`src/rtl/seq_pattern_gen.sv`:
```
// rtl/seq_pattern_gen.sv - serial pattern transmitter, PATTERN MSB-first, repeated with filler gaps
module seq_pattern_gen #(
    parameter int               PAT_W   = 4,
    parameter logic [PAT_W-1:0] PATTERN = 4'b1011,
    parameter int               CNT_W   = 8,
    parameter int               GAP_W   = 4,
    parameter logic             GAP_BIT = 1'b0
) (
    input  logic             clk,
    input  logic             rst,
    input  logic             start,
    input  logic             abort,
    input  logic [CNT_W-1:0] rep_count,
    input  logic [GAP_W-1:0] gap_len,
    output logic             out,
    output logic             out_valid,
    output logic             busy,
    output logic             done
);

    localparam int               IDX_W   = $clog2(PAT_W);
    localparam logic [IDX_W-1:0] IDX_TOP = IDX_W'(PAT_W - 1);

    typedef enum logic [1:0] {S_IDLE, S_SHIFT, S_GAP, S_DONE} state_t;

    state_t           r_state;
    logic [IDX_W-1:0] r_idx;
    logic [CNT_W-1:0] r_reps_left;
    logic [GAP_W-1:0] r_gap;
    logic [GAP_W-1:0] r_gap_cnt;

    // r_reps_left counts the repetition in flight, so it never has to reach 2^CNT_W
    always_ff @(posedge clk or posedge rst) begin
        if (rst) begin
            r_state     <= S_IDLE;
            r_idx       <= '0;
            r_reps_left <= '0;
            r_gap       <= '0;
            r_gap_cnt   <= '0;
            out         <= 1'b0;
            out_valid   <= 1'b0;
            busy        <= 1'b0;
            done        <= 1'b0;
        end else if (abort) begin
            r_state   <= S_IDLE;
            out       <= 1'b0;
            out_valid <= 1'b0;
            busy      <= 1'b0;
            done      <= 1'b0;
        end else begin
            case (r_state)
                S_IDLE: begin
                    if (start) begin
                        r_reps_left <= rep_count;
                        r_gap       <= gap_len;
                        busy        <= 1'b1;
                        if (rep_count == '0) begin
                            r_state <= S_DONE;
                            done    <= 1'b1;
                        end else begin
                            r_state   <= S_SHIFT;
                            r_idx     <= IDX_TOP;
                            out       <= PATTERN[PAT_W-1];
                            out_valid <= 1'b1;
                        end
                    end
                end
                S_SHIFT: begin
                    if (r_idx != '0) begin
                        r_idx <= r_idx - 1'b1;
                        out   <= PATTERN[r_idx - 1'b1];
                    end else if (r_reps_left > CNT_W'(1)) begin
                        r_reps_left <= r_reps_left - 1'b1;
                        if (r_gap != '0) begin
                            r_state   <= S_GAP;
                            r_gap_cnt <= r_gap - 1'b1;
                            out       <= GAP_BIT;
                        end else begin
                            r_idx <= IDX_TOP;
                            out   <= PATTERN[PAT_W-1];
                        end
                    end else begin
                        r_state     <= S_DONE;
                        r_reps_left <= '0;
                        out         <= 1'b0;
                        out_valid   <= 1'b0;
                        done        <= 1'b1;
                    end
                end
                S_GAP: begin
                    if (r_gap_cnt == '0) begin
                        r_state <= S_SHIFT;
                        r_idx   <= IDX_TOP;
                        out     <= PATTERN[PAT_W-1];
                    end else begin
                        r_gap_cnt <= r_gap_cnt - 1'b1;
                    end
                end
                S_DONE: begin
                    r_state <= S_IDLE;
                    busy    <= 1'b0;
                    done    <= 1'b0;
                end
                default: begin
                    r_state   <= S_IDLE;
                    out       <= 1'b0;
                    out_valid <= 1'b0;
                    busy      <= 1'b0;
                    done      <= 1'b0;
                end
            endcase
        end
    end

endmodule
```
`config.mk`:
```
export PLATFORM = sky130hd
export DESIGN_NAME = seq_pattern_gen
export DESIGN_NICKNAME = d
export VERILOG_FILES = /design/src/rtl/seq_pattern_gen.sv
export SDC_FILE = /design/constraint.sdc
export NUM_CORES = 1
export LEC_CHECK = 0
export ABC_AREA = 1
export BUFFER_PORTS_ARGS = -buffer_cell sky130_fd_sc_hd__buf_2
export CAP_MARGIN = 20
export CORE_ASPECT_RATIO = 0.7
export CORE_UTILIZATION = 53
export CTS_BUF_LIST = sky130_fd_sc_hd__clkbuf_16
export DETAILED_ROUTE_END_ITERATION = 12
export HOLD_SLACK_MARGIN = 0.05
export PLACE_DENSITY = 0.86
export SLEW_MARGIN = 20
export SYNTH_ARGS = -nofsm -noshare
export SYNTH_HDL_FRONTEND = slang
export SYNTH_SLANG_ARGS = --single-unit
export TNS_END_PERCENT = 5
```
`constraint.sdc`:
```
create_clock -name clk -period 1.65 [get_ports clk]
set_input_delay 0.165 -clock clk [delete_from_list [all_inputs] [get_ports clk]]
set_output_delay 0.165 -clock clk [all_outputs]
set_load 0.005 [all_outputs]
```
# Yosys cells after proc, flatten, opt, wreduce, memory -nomap -nowiden
# Cells that the tools add are included.
dict set report classes {
  addsub 4
  bitwise 1
  n_reduce_logical 21
  order_cmp 2
  muxes 47
  eq_ne 19
}
# op count
set ops {}
lappend ops {{2-bit 2-to-1 mux} 13}
lappend ops {{8-bit 2-to-1 mux} 3}
lappend ops {{3-bit inequality test (second input constant)} 8}
lappend ops {{1-bit 2-to-1 mux} 18}
lappend ops {{4-bit 2-to-1 mux} 4}
lappend ops {{8-bit case mux with 2 select lines} 1}
lappend ops {{2-bit inequality test (second input constant)} 7}
lappend ops {{4-bit AND reduction} 3}
lappend ops {{4-bit nonzero test} 3}
lappend ops {{5-bit AND reduction} 2}
lappend ops {{3-bit nonzero test} 3}
lappend ops {{8-bit by 1-bit > comparator with 1-bit output (second input constant)} 1}
lappend ops {{8-bit logical NOT} 1}
lappend ops {{2-bit case mux with 4 select lines} 1}
lappend ops {{4-bit case mux with 2 select lines} 1}
lappend ops {{4-bit by 1-bit subtractor with 4-bit output (second input constant)} 2}
lappend ops {{8-bit by 1-bit subtractor with 8-bit output (second input constant)} 1}
lappend ops {{7-bit AND reduction} 1}
lappend ops {{1-bit case mux with 3 select lines} 2}
lappend ops {{2-bit case mux with 3 select lines} 1}
lappend ops {{6-bit AND reduction} 1}
lappend ops {{2-bit nonzero test} 3}
lappend ops {{2-bit == test (second input constant)} 2}
lappend ops {{4-bit logical NOT} 1}
lappend ops {{other kinds (10)} 11}
dict set report word_totals {
  out_inout_bits 4
  input_bits 16
  register_bits 24
}

# Longest topological paths before layout
# Gate-level depths: netlist of run 1.
dict set report depth {
  depth_word 6
  ltp_mapped 12
}

# Worst setup path after synthesis of run 1
# OpenSTA, ideal clock, no wires.
dict set report synth_path {
  path_kind {flip-flop to flip-flop}
  from {register r_state[0]}
  to {register r_gap_cnt[2]}
  t_arrival_ns 1.432
  period_less_slack_ns 1.555
  path_stages_with_launch 8
  n_path_buf 1
  setup_slack_ns 0.095
  required_time_ns 1.527
  setup_ns 0.123
  path_cell_list {dfrtp_1 inv_1 ha_1 buf_4 o21a_1 ha_1 xnor2_1 o21ai_1}
}
dict set report synth_between {
  elab_chain_len 3
  word_cells_on_any_way 9
  cone_classes {eq/ne: 6; mux: 1; reduce/logical: 2}
}
# item line
set synth_rtl {}
lappend synth_rtl {{from (decl)} 26} ;# state_t r_state;
lappend synth_rtl {{from (signal assigned)} 35} ;# r_state <= S_IDLE;
lappend synth_rtl {{from (signal assigned)} 45} ;# r_state <= S_IDLE;
lappend synth_rtl {{from (signal assigned)} 58} ;# r_state <= S_DONE;
lappend synth_rtl {{2-bit == test or 2-bit by 1-bit == test with 1-bit output (tied branches)} 51} ;# case (r_state)
lappend synth_rtl {{2-bit inequality test (no source line) or 2-bit nonzero test (tied branches)} -}
lappend synth_rtl {{6-bit AND reduction (no source line)} -}
lappend synth_rtl {{to (signal assigned)} 76} ;# r_gap_cnt <= r_gap - 1'b1;
lappend synth_rtl {{to (signal assigned)} 96} ;# r_gap_cnt <= r_gap_cnt - 1'b1;
lappend synth_rtl {{to (decl)} 30} ;# logic [GAP_W-1:0] r_gap_cnt;
# Several ways; a longest one is shown, not always the timed one.
# A chain may end at the register's enable or synchronous reset.

# Worst setup path after layout of run 1
dict set report layout_path {
  from {register r_state[0]}
  to {register r_reps_left[4]}
}
dict set report layout_between {
  elab_chain_len 3
  word_cells_on_any_way 7
  cone_classes {eq/ne: 3; mux: 1; reduce/logical: 3}
}
# item line
set layout_rtl {}
lappend layout_rtl {{2-bit by 1-bit == test with 1-bit output or 2-bit logical NOT (tied branches)} 51}
lappend layout_rtl {{2-bit inequality test (no source line) or 2-bit nonzero test (tied branches)} -}
lappend layout_rtl {{4-bit AND reduction (no source line)} -}
lappend layout_rtl {{to (signal assigned)} 54} ;# r_reps_left <= rep_count;
lappend layout_rtl {{to (signal assigned)} 73} ;# r_reps_left <= r_reps_left - 1'b1;
lappend layout_rtl {{to (decl)} 28} ;# logic [CNT_W-1:0] r_reps_left;
# Several ways; a longest one is shown, not always the timed one.

==> results.json, run 1 <==
{
  "run_status": "complete, no violations",
  "finalNetCount": 320,
  "max_cap_violations": 0,
  "yosys.area.top_type_share_pct": 32.5,
  "wl_met2_um": 1790,
  "place_area_um2": 2050,
  "synth_top_family_by_area": "simple AND/OR/NAND/NOR gates",
  "synth_area_leaders": "dfrtp_1 32%, nand2_1 16%, nor2_1 7.5%",
  "core_area_um2": 3230,
  "synth_top_area_cell": "dfrtp_1",
  "numClockSinks": 24,
  "comb_power_share_pct": 58.3,
  "htree_levels": 1,
  "power_frac_seq_pct": 25.6,
  "area_delta_synth_final_pct": 20.7,
  "drive_gt1_share_pct": 27.6,
  "reg2reg_from": "r_state[0]",
  "synthSimpleGateAreaFrac_pct": 34.1,
  "cts.clk_slew.worst_paths_ns": 0.07,
  "worst_pin_slew_ns": 0.422,
  "swShare_pct": 44.7,
  "grt_max_degree": 25,
  "cp.required_ns": 1.80,
  "fin_crit_sh_pct": 93.8,
  "vias_per_cell": 5.01,
  "dp.final_hpwl_um": 3020,
  "synthMuxAreaShare_pct": 0.609,
  "drt_iter0_drc": 131,
  "multi_input_area_um2": 1120,
  "synth-seq-cells": 24,
  "drc": 0,
  "finalPower_mw": 4.40,
  "period_needed_ns": 1.55,
  "cts_buffers": 3,
  "synth_edf_count": 0,
  "synthArstFlopShare_pct": 100,
  "setup_viol": 0,
  "hold_violations": 0,
  "io_buffers": 19,
  "die_area_um2": 3730,
  "pwr-share-clk_pct": 16.0,
  "synth_flop_cell": "dfrtp_1",
  "finClkSkew_ns": 0.00149,
  "route.met3.wl_um": 244,
  "worstSetupPathType": "register to register",
  "avgSynthCellArea_um2": 7.05,
  "met1_length_um": 2030,
  "pin_count": 20,
  "clock.fmax_ghz": 0.646,
  "leakage_nw": 1.12,
  "grt.total_usage_pct": 23.5,
  "p_sw_mw": 1.97,
  "synth_cell_types": 28,
  "synth_cells": 262,
  "vias": 1704,
  "gp_congestion": 0.927,
  "grt_pass1_vias": 1526,
  "antenna_found_initial": 0,
  "die_x_um": 72.6,
  "irDropWorstVdd_mv": 0.982,
  "synth_xor_area_share_pct": 1.42,
  "core.rowCount": 17,
  "dr.pass1.iters": 4,
  "synth_nets": 288,
  "grt_pass1_wl_um": 6640,
  "p_per_area_nw_per_um2": 1980,
  "drv_slew": 0,
  "root_buffer": "clkbuf_16",
  "diodes": 0,
  "seq_area_um2": 602,
  "top_layer": "met4",
  "min_from": "gap_len[3]",
  "worstPathArrival_ns": 1.70,
  "clkLatencyLatePin_ns": 0.26,
  "fp.dieH_um": 51.4,
  "yosys_warnings": 0,
  "cts_tree": "built",
  "synth_compound_area_share_pct": 14.4,
  "start_kind": "register",
  "cp_max_fo": 10,
  "cp-end-kind": "register",
  "syn_area_um2": 1850,
  "cts.path.max_buffers": 2,
  "synth_fa_ha_area_share_pct": 6.77,
  "routed_wl_um": 4090,
  "cp-startpoint": "r_state[0]",
  "ys_seq_area_share_pct": 32.5,
  "fillers": 245,
  "internal-power_mw": 2.44,
  "max_slew_margin_pct": 71.8,
  "antenna_left": 0,
  "wl_per_cell_um": 12.0,
  "fin_area_um2": 2230,
  "min_path_type": "input port to register",
  "timing.hold.ws_ns": 0.136,
  "overflow": 0,
  "start_util_pct": 57.2
}
registers in the layout (all words and copies together), names as in the netlist:
name and count:
busy 1, done 1, out 1, out_valid 1
r_gap 4, r_gap_cnt 4, r_idx 2, r_reps_left 8
r_state 2
cell usage after synthesis, types with 6 or more instances:
library cell / instances
a21oi_1: 6
a21oi_2: 12
dfrtp_1: 24
ha_1: 10
inv_1: 31
nand2_1: 79
nand3_1: 14
nor2_1: 37
o21ai_0: 7
placed cells by master (no fill, tap or decap), types with 4 or more instances in the layout:
cell,netlist,layout
nand2_1,79,78
nor2_1,37,35
inv_1,31,27
dfrtp_1,24,23
buf_2,0,19
nand3_1,14,14
a21oi_2,12,12
buf_4,1,11
inv_2,3,7
o21ai_0,7,7
nor2_2,4,6
a21oi_1,6,6
ha_1,10,6
nand2_2,4,5
nand4_1,4,4
o21ai_1,4,4
ha_4,0,4
final timing paths:
path,cells after the start,endpoint,slack [ns]
setup reg to reg,8,r_reps_left[4],0.10
setup / recovery,8,r_reps_left[4],0.10
min in group asynchronous,4,r_gap_cnt[3],0.49
max in group asynchronous,4,r_state[0],0.90
hold reg to reg,2,out_valid,0.47
hold / removal,2,r_gap[3],0.14
stage by stage:
step / setup slack [ns] / cells / TNS, ns / utilization [%]
final: 0.103 / 340 / 0 / 69.0
after global routing: -0.0197 / 340 / -0.0197 / 69.0
after CTS: 0.0152 / 340 / 0 / 67.6
after detailed placement: -0.100 / 335 / -0.487 / 63.5
after global placement: -0.0125 / 335 / -0.0189 / 63.5
after floorplan: 0.0952 / 262 / 0 / -
per-layer routing:
metal,GRT usage (%),up-vias
met5,0,-
met4,4.58,0
met3,4.73,2
met2,37.7,48
met1,32.8,767
li1,-,887
worst max-delay path: stages, from the launching register on:
cell     delay [ns]
dfrtp_2        0.45
inv_2          0.13
ha_4           0.18
nor2_1         0.07
nor2_1         0.15
nand2_2        0.10
buf_12         0.16
a21oi_2        0.13
a21oi_2        0.07
repair_timing:
item / CTS / global route
resized for setup: 6 / 11
endpoints found under the setup margin: 14 / 20
endpoints found under the hold margin: 24 / 0
hold buffers: 1 / 0
buffers inserted: 0 / 0
pin swaps: 1 / 0
power by group through the flow:
stage / clock network [mW] / logic, mW / registers, mW
after global routing: 0.727 / 2.90 / 1.16
final: 0.706 / 2.57 / 1.13
after floorplan: 0 / 1.82 / 1.08
after detailed placement: 0 / 2.39 / 1.12
after CTS: 0.710 / 2.45 / 1.11
after global placement: 0 / 2.32 / 1.11
final cells by class:
class,instances,area share [%]
multi-input cells,198,50.2
flip-flops and latches,24,27.0
clock buffers,3,3.37
repair buffers,32,9.32
clock inverters,1,1.35
inverters,35,6.12
well taps,47,2.64
kinds of logic (layout without fill, tap and decap cells):
logic type,Yosys count,in the layout
compound gates,37,37
xor+xnor,3,3
fa+ha+maj,10,10
buf+inv,40,71
flops,24,24
mux,1,1
simple gates,147,147
No activity file was read; power rests on OpenSTA's default activity.
==> inputs of run 2 (changes only) <==
--- a/config.mk
+++ b/config.mk
@@ -6,14 +6,13 @@
 export NUM_CORES = 1
 export LEC_CHECK = 0
 export ABC_AREA = 1
-export BUFFER_PORTS_ARGS = -buffer_cell sky130_fd_sc_hd__buf_2
 export CAP_MARGIN = 20
-export CORE_ASPECT_RATIO = 0.7
-export CORE_UTILIZATION = 53
+export CORE_UTILIZATION = 55
 export CTS_BUF_LIST = sky130_fd_sc_hd__clkbuf_16
 export DETAILED_ROUTE_END_ITERATION = 12
+export DONT_BUFFER_PORTS = 1
 export HOLD_SLACK_MARGIN = 0.05
-export PLACE_DENSITY = 0.86
+export PLACE_DENSITY = 0.83
 export SLEW_MARGIN = 20
 export SYNTH_ARGS = -nofsm -noshare
 export SYNTH_HDL_FRONTEND = slang
==> results.json, run 2 (synthesis results as in run 1) <==
{
  "run_status": "complete, no violations",
  "dr.pass1.iters": 4,
  "drv_slew": 0,
  "post-route-util_pct": 66.7,
  "gp_congestion": 0.906,
  "core_area_um2": 3130,
  "timing.hold.ws_ns": 0.0449,
  "vias": 1680,
  "pin_count": 20,
  "top_register": "r_reps_left",
  "cts_tree": "built",
  "cp_max_fo": 11,
  "die_area_um2": 3600,
  "start_util_pct": 59.1,
  "fp.dieH_um": 60.0,
  "hold_violations": 0,
  "slowest_stage": "dfrtp_2",
  "min_path_type": "input port to register",
  "finalPower_mw": 4.11,
  "routed_wl_um": 3870,
  "fin_area_um2": 2090,
  "core.rowCount": 20,
  "cts_setup_buffers": 0,
  "cts.path.max_buffers": 2,
  "grt_pass1_vias": 1607,
  "io_buffers": 0,
  "vias_per_cell": 5.30,
  "dp.final_hpwl_um": 2950,
  "worst_r2r_path_depth": 7,
  "antenna_found_initial": 0,
  "antenna_left": 0,
  "grt_pass1_wl_um": 6780,
  "max_slew_margin_pct": 67.9,
  "place_area_um2": 1950,
  "clkLatencyLatePin_ns": 0.26,
  "drive_gt1_share_pct": 22.0,
  "finClkSkew_ns": 0.00170,
  "cts_buffers": 3,
  "rsz0062_at_grt": "yes",
  "wl_per_cell_um": 12.2,
  "grt_max_degree": 25,
  "max_cap_violations": 0,
  "cp-end-kind": "register",
  "irDropWorstVdd_mv": 1.11,
  "layout_common_cells": "78 x nand2_1, 35 x nor2_1, 27 x inv_1",
  "overflow": 0,
  "clock.fmax_ghz": 0.640,
  "leakage_nw": 1.02,
  "worst_pin_slew_ns": 0.479,
  "worstSetupPathType": "register to register",
  "root_buffer": "clkbuf_16",
  "numClockSinks": 24,
  "start_kind": "register",
  "min_path_cells": 3,
  "setup_tns_ns": 0,
  "grt.total_usage_pct": 25.1,
  "reg_top3": "r_reps_left x8, r_gap x4, r_gap_cnt x4",
  "cts.clk_slew.worst_paths_ns": 0.06,
  "period_needed_ns": 1.56,
  "fin_crit_sh_pct": 94.6,
  "worstPathArrival_ns": 1.70,
  "finalNetCount": 301,
  "diodes": 0,
  "setup_viol": 0,
  "cp.required_ns": 1.79,
  "p_per_area_nw_per_um2": 1970,
  "area_delta_synth_final_pct": 12.9,
  "die_x_um": 60.0,
  "final_common_cell": "nand2_1",
  "drc": 0,
  "drt_iter0_drc": 71,
  "htree_levels": 1,
  "path_cells": "inv_2, ha_4, nand2_1, o21a_1, ha_1, xnor2_1, o21ai_1",
  "max_stage_delay_ns": 0.44,
  "largest_reg_flops": 8
}
## run 2: power by group
part	internal (mW)	switching [mW]
combinational	1.01	1.43
sequential	0.886	0.250
clock	0.321	0.204
## run 2: timing repair
action	in CTS	in global routing
endpoints found under the setup margin	7	20
hold buffers	1	0
pin swaps	1	2
endpoints found under the hold margin	24	0
resized for setup	2	13
## run 2: metrics by stage
stage                     instances  setup slack (ns)
after floorplan                 262            0.0952
after global placement          313           -0.0198
after detailed placement        313            -0.104
after CTS                       317          -0.00298
after global routing            317           -0.0307
final                           317            0.0887
## run 2: critical path: cells and delay by family, from the launching register on
family | cells | cell delay (ns)
DFF | 1 | 0.44
and+or+nand+nor | 1 | 0.07
buffers and inverters | 1 | 0.14
xor gates and xnor gates | 1 | 0.16
adders and majority gates | 2 | 0.41
AOI/OAI and AO/OA | 2 | 0.21
## run 2: routing by layer
layer	vias up	routed length [µm]	GRT usage, %
met2	44	1870	45.2
met5	-	0	0
met1	777	1720	29.3
met3	9	213	5.84
met4	0	64	7.97
li1	850	-	-
## run 2: path summary, 6_finish.rpt
kind,start,end,slack [ns]
max,r_state[0],r_gap_cnt[2],0.09
min,abort,r_state[0],0.04
max reg2reg,r_state[0],r_gap_cnt[2],0.09
min reg2reg,done,done,0.50
max in group asynchronous,rst,r_state[0],0.98
min in group asynchronous,rst,r_reps_left[1],0.40
## run 2: layout make-up
class | count | area [µm²]
inverter | 35 | 136
clock buffer | 3 | 75.1
tap | 44 | 55.1
multi-input combinational | 198 | 1110
sequential | 24 | 602
fill | 270 | 1040
timing repair buffer | 13 | 113
==> inputs of run 3 (changes only) <==
--- a/config.mk
+++ b/config.mk
@@ -7,12 +7,12 @@
 export LEC_CHECK = 0
 export ABC_AREA = 1
 export CAP_MARGIN = 20
-export CORE_UTILIZATION = 55
+export CORE_UTILIZATION = 45
 export CTS_BUF_LIST = sky130_fd_sc_hd__clkbuf_16
 export DETAILED_ROUTE_END_ITERATION = 12
 export DONT_BUFFER_PORTS = 1
 export HOLD_SLACK_MARGIN = 0.05
-export PLACE_DENSITY = 0.83
+export PLACE_DENSITY = 0.72
 export SLEW_MARGIN = 20
 export SYNTH_ARGS = -nofsm -noshare
 export SYNTH_HDL_FRONTEND = slang
==> results.json, run 3 (synthesis results as in run 1) <==
{
  "run_status": "complete, no violations",
  "setup_slack_ns": 0.0923,
  "finalNetCount": 302,
  "grt.total_usage_pct": 19.4,
  "cp_max_fo": 10,
  "hold_violations": 0,
  "vias_per_cell": 4.99,
  "fp.dieH_um": 66.1,
  "internal-power_mw": 2.36,
  "reg_top3": "r_reps_left x8, r_gap x4, r_gap_cnt x4",
  "finalPower_mw": 4.21,
  "cts_tree": "built",
  "vias": 1611,
  "cpMostUsedCell": "a21oi_2",
  "p_per_area_nw_per_um2": 1980,
  "cts.path.max_buffers": 2,
  "grt_max_degree": 25,
  "area_delta_synth_final_pct": 15.0,
  "final_common_cell": "nand2_1",
  "die_area_um2": 4370,
  "crit_family": "flip-flops",
  "grt_pass1_wl_um": 6450,
  "drc": 0,
  "max_cap_violations": 0,
  "worstSetupPathType": "register to register",
  "dp.final_hpwl_um": 2790,
  "path_cells": "inv_4, ha_2, inv_2, nor2_2, nor2_1, nand2_2, buf_12, a21oi_2, a21oi_2",
  "wl_per_cell_um": 11.6,
  "p_sw_mw": 1.85,
  "power_frac_seq_pct": 27.1,
  "dr.pass1.iters": 4,
  "drt_iter0_drc": 99,
  "finClkSkew_ns": 0.00507,
  "clkLatencyLatePin_ns": 0.26,
  "diodes": 0,
  "numClockSinks": 24,
  "root_buffer": "clkbuf_16",
  "place_area_um2": 1960,
  "drv_slew": 0,
  "fin_area_um2": 2130,
  "cp-end-kind": "register",
  "htree_levels": 1,
  "period_needed_ns": 1.56,
  "worstPathArrival_ns": 1.70,
  "pin_count": 20,
  "max_slew_margin_pct": 69.7,
  "core.rowCount": 22,
  "setup_tns_ns": 0,
  "cp.required_ns": 1.79,
  "core_area_um2": 3800,
  "fin_crit_sh_pct": 94.4,
  "clock.fmax_ghz": 0.642,
  "slowest_stage": "dfrtp_2",
  "comb_power_share_pct": 56.6,
  "drive_gt1_share_pct": 22.2,
  "start_util_pct": 48.6,
  "irDropWorstVdd_mv": 0.767,
  "die_x_um": 66.1,
  "pwr-share-clk_pct": 16.3,
  "leakage_nw": 1.04,
  "io_buffers": 0,
  "start_kind": "register",
  "overflow": 0,
  "antenna_found_initial": 0,
  "max_stage_delay_ns": 0.44,
  "cts.clk_slew.worst_paths_ns": 0.06,
  "routed_wl_um": 3760,
  "cts_buffers": 3,
  "grt_pass1_vias": 1528,
  "path_buf_inv": 3,
  "swShare_pct": 43.9,
  "antenna_left": 0,
  "gp_congestion": 0.854,
  "setup_viol": 0,
  "layout_common_cells": "77 x nand2_1, 36 x nor2_1, 27 x inv_1",
  "rsz0062_at_grt": "yes",
  "worst_pin_slew_ns": 0.454,
  "min_path_type": "input port to register",
  "largest_reg_flops": 8,
  "top_register": "r_reps_left",
  "place_ws_ns": -0.0288
}
==> run 3: changes by cell type in the layout (fill, tap and decap cells not counted), sizes merged <==
cell and change:
bufinv +1, dlygate4sd3 +1
==> run 3: what timing repair did <==
item	in CTS	in global routing
hold buffers	2	0
setup endpoints to repair	5	20
buffers inserted	0	0
pin swaps	0	1
gates resized for setup	2	13
endpoints found under the hold margin	25	0
==> run 3: layout make-up <==
class                           count  area [µm²]
Multi-Input combinational cell    198        1100
Inverter                           35         139
Timing Repair Buffer               14         123
Clock buffer                        3        75.1
Clock inverter                      1        30.0
Tap cell                           48        60.1
Sequential cell                    24         602
Fill cell                         354        1670
==> run 3: path summary, 6_finish.rpt <==
kind                            start             end  slack (ns)  cells past startpoint
setup / recovery           r_state[0]  r_reps_left[7]        0.09                      9
hold / removal                  abort      r_state[0]        0.05                      3
setup reg to reg           r_state[0]  r_reps_left[7]        0.09                      9
hold reg to reg                  done            done        0.50                      2
max in group asynchronous         rst      r_state[0]        0.98                      3
min in group asynchronous         rst    r_gap_cnt[3]        0.40                      3
==> run 3: metrics by stage <==
stage	std cells	utilization, %	hold slack [ns]
floorplan	262	-	0.180
global placement	317	51.5	0.129
detailed placement	317	51.5	0.133
CTS	323	55.0	0.0549
global route	323	56.0	0.0767
finish	323	56.0	0.0528
==> run 3: worst register-to-register path, cell delays in order (launching register included) <==
cell,delay [ns]
dfrtp_2,0.44
inv_4,0.07
ha_2,0.21
inv_2,0.07
nor2_2,0.05
nor2_1,0.14
nand2_2,0.10
buf_12,0.15
a21oi_2,0.16
a21oi_2,0.07
==> run 3: power groups by stage <==
stage / Sequential (mW) / Combinational, mW / Clock, mW
after detailed placement: 1.12 / 2.29 / 0
after global routing: 1.18 / 2.72 / 0.738
final: 1.14 / 2.38 / 0.689
after CTS: 1.12 / 2.32 / 0.706
after floorplan: 1.08 / 1.82 / 0
after global placement: 1.12 / 2.26 / 0
==> run 3: routing by layer <==
metal	vias up	global-route usage, %	part of all wire [%]
met1	726	24.6	49
met2	27	32.8	45
met5	-	0	0
met4	0	7.98	1.8
met3	7	2.76	3.5
li1	851	-	-
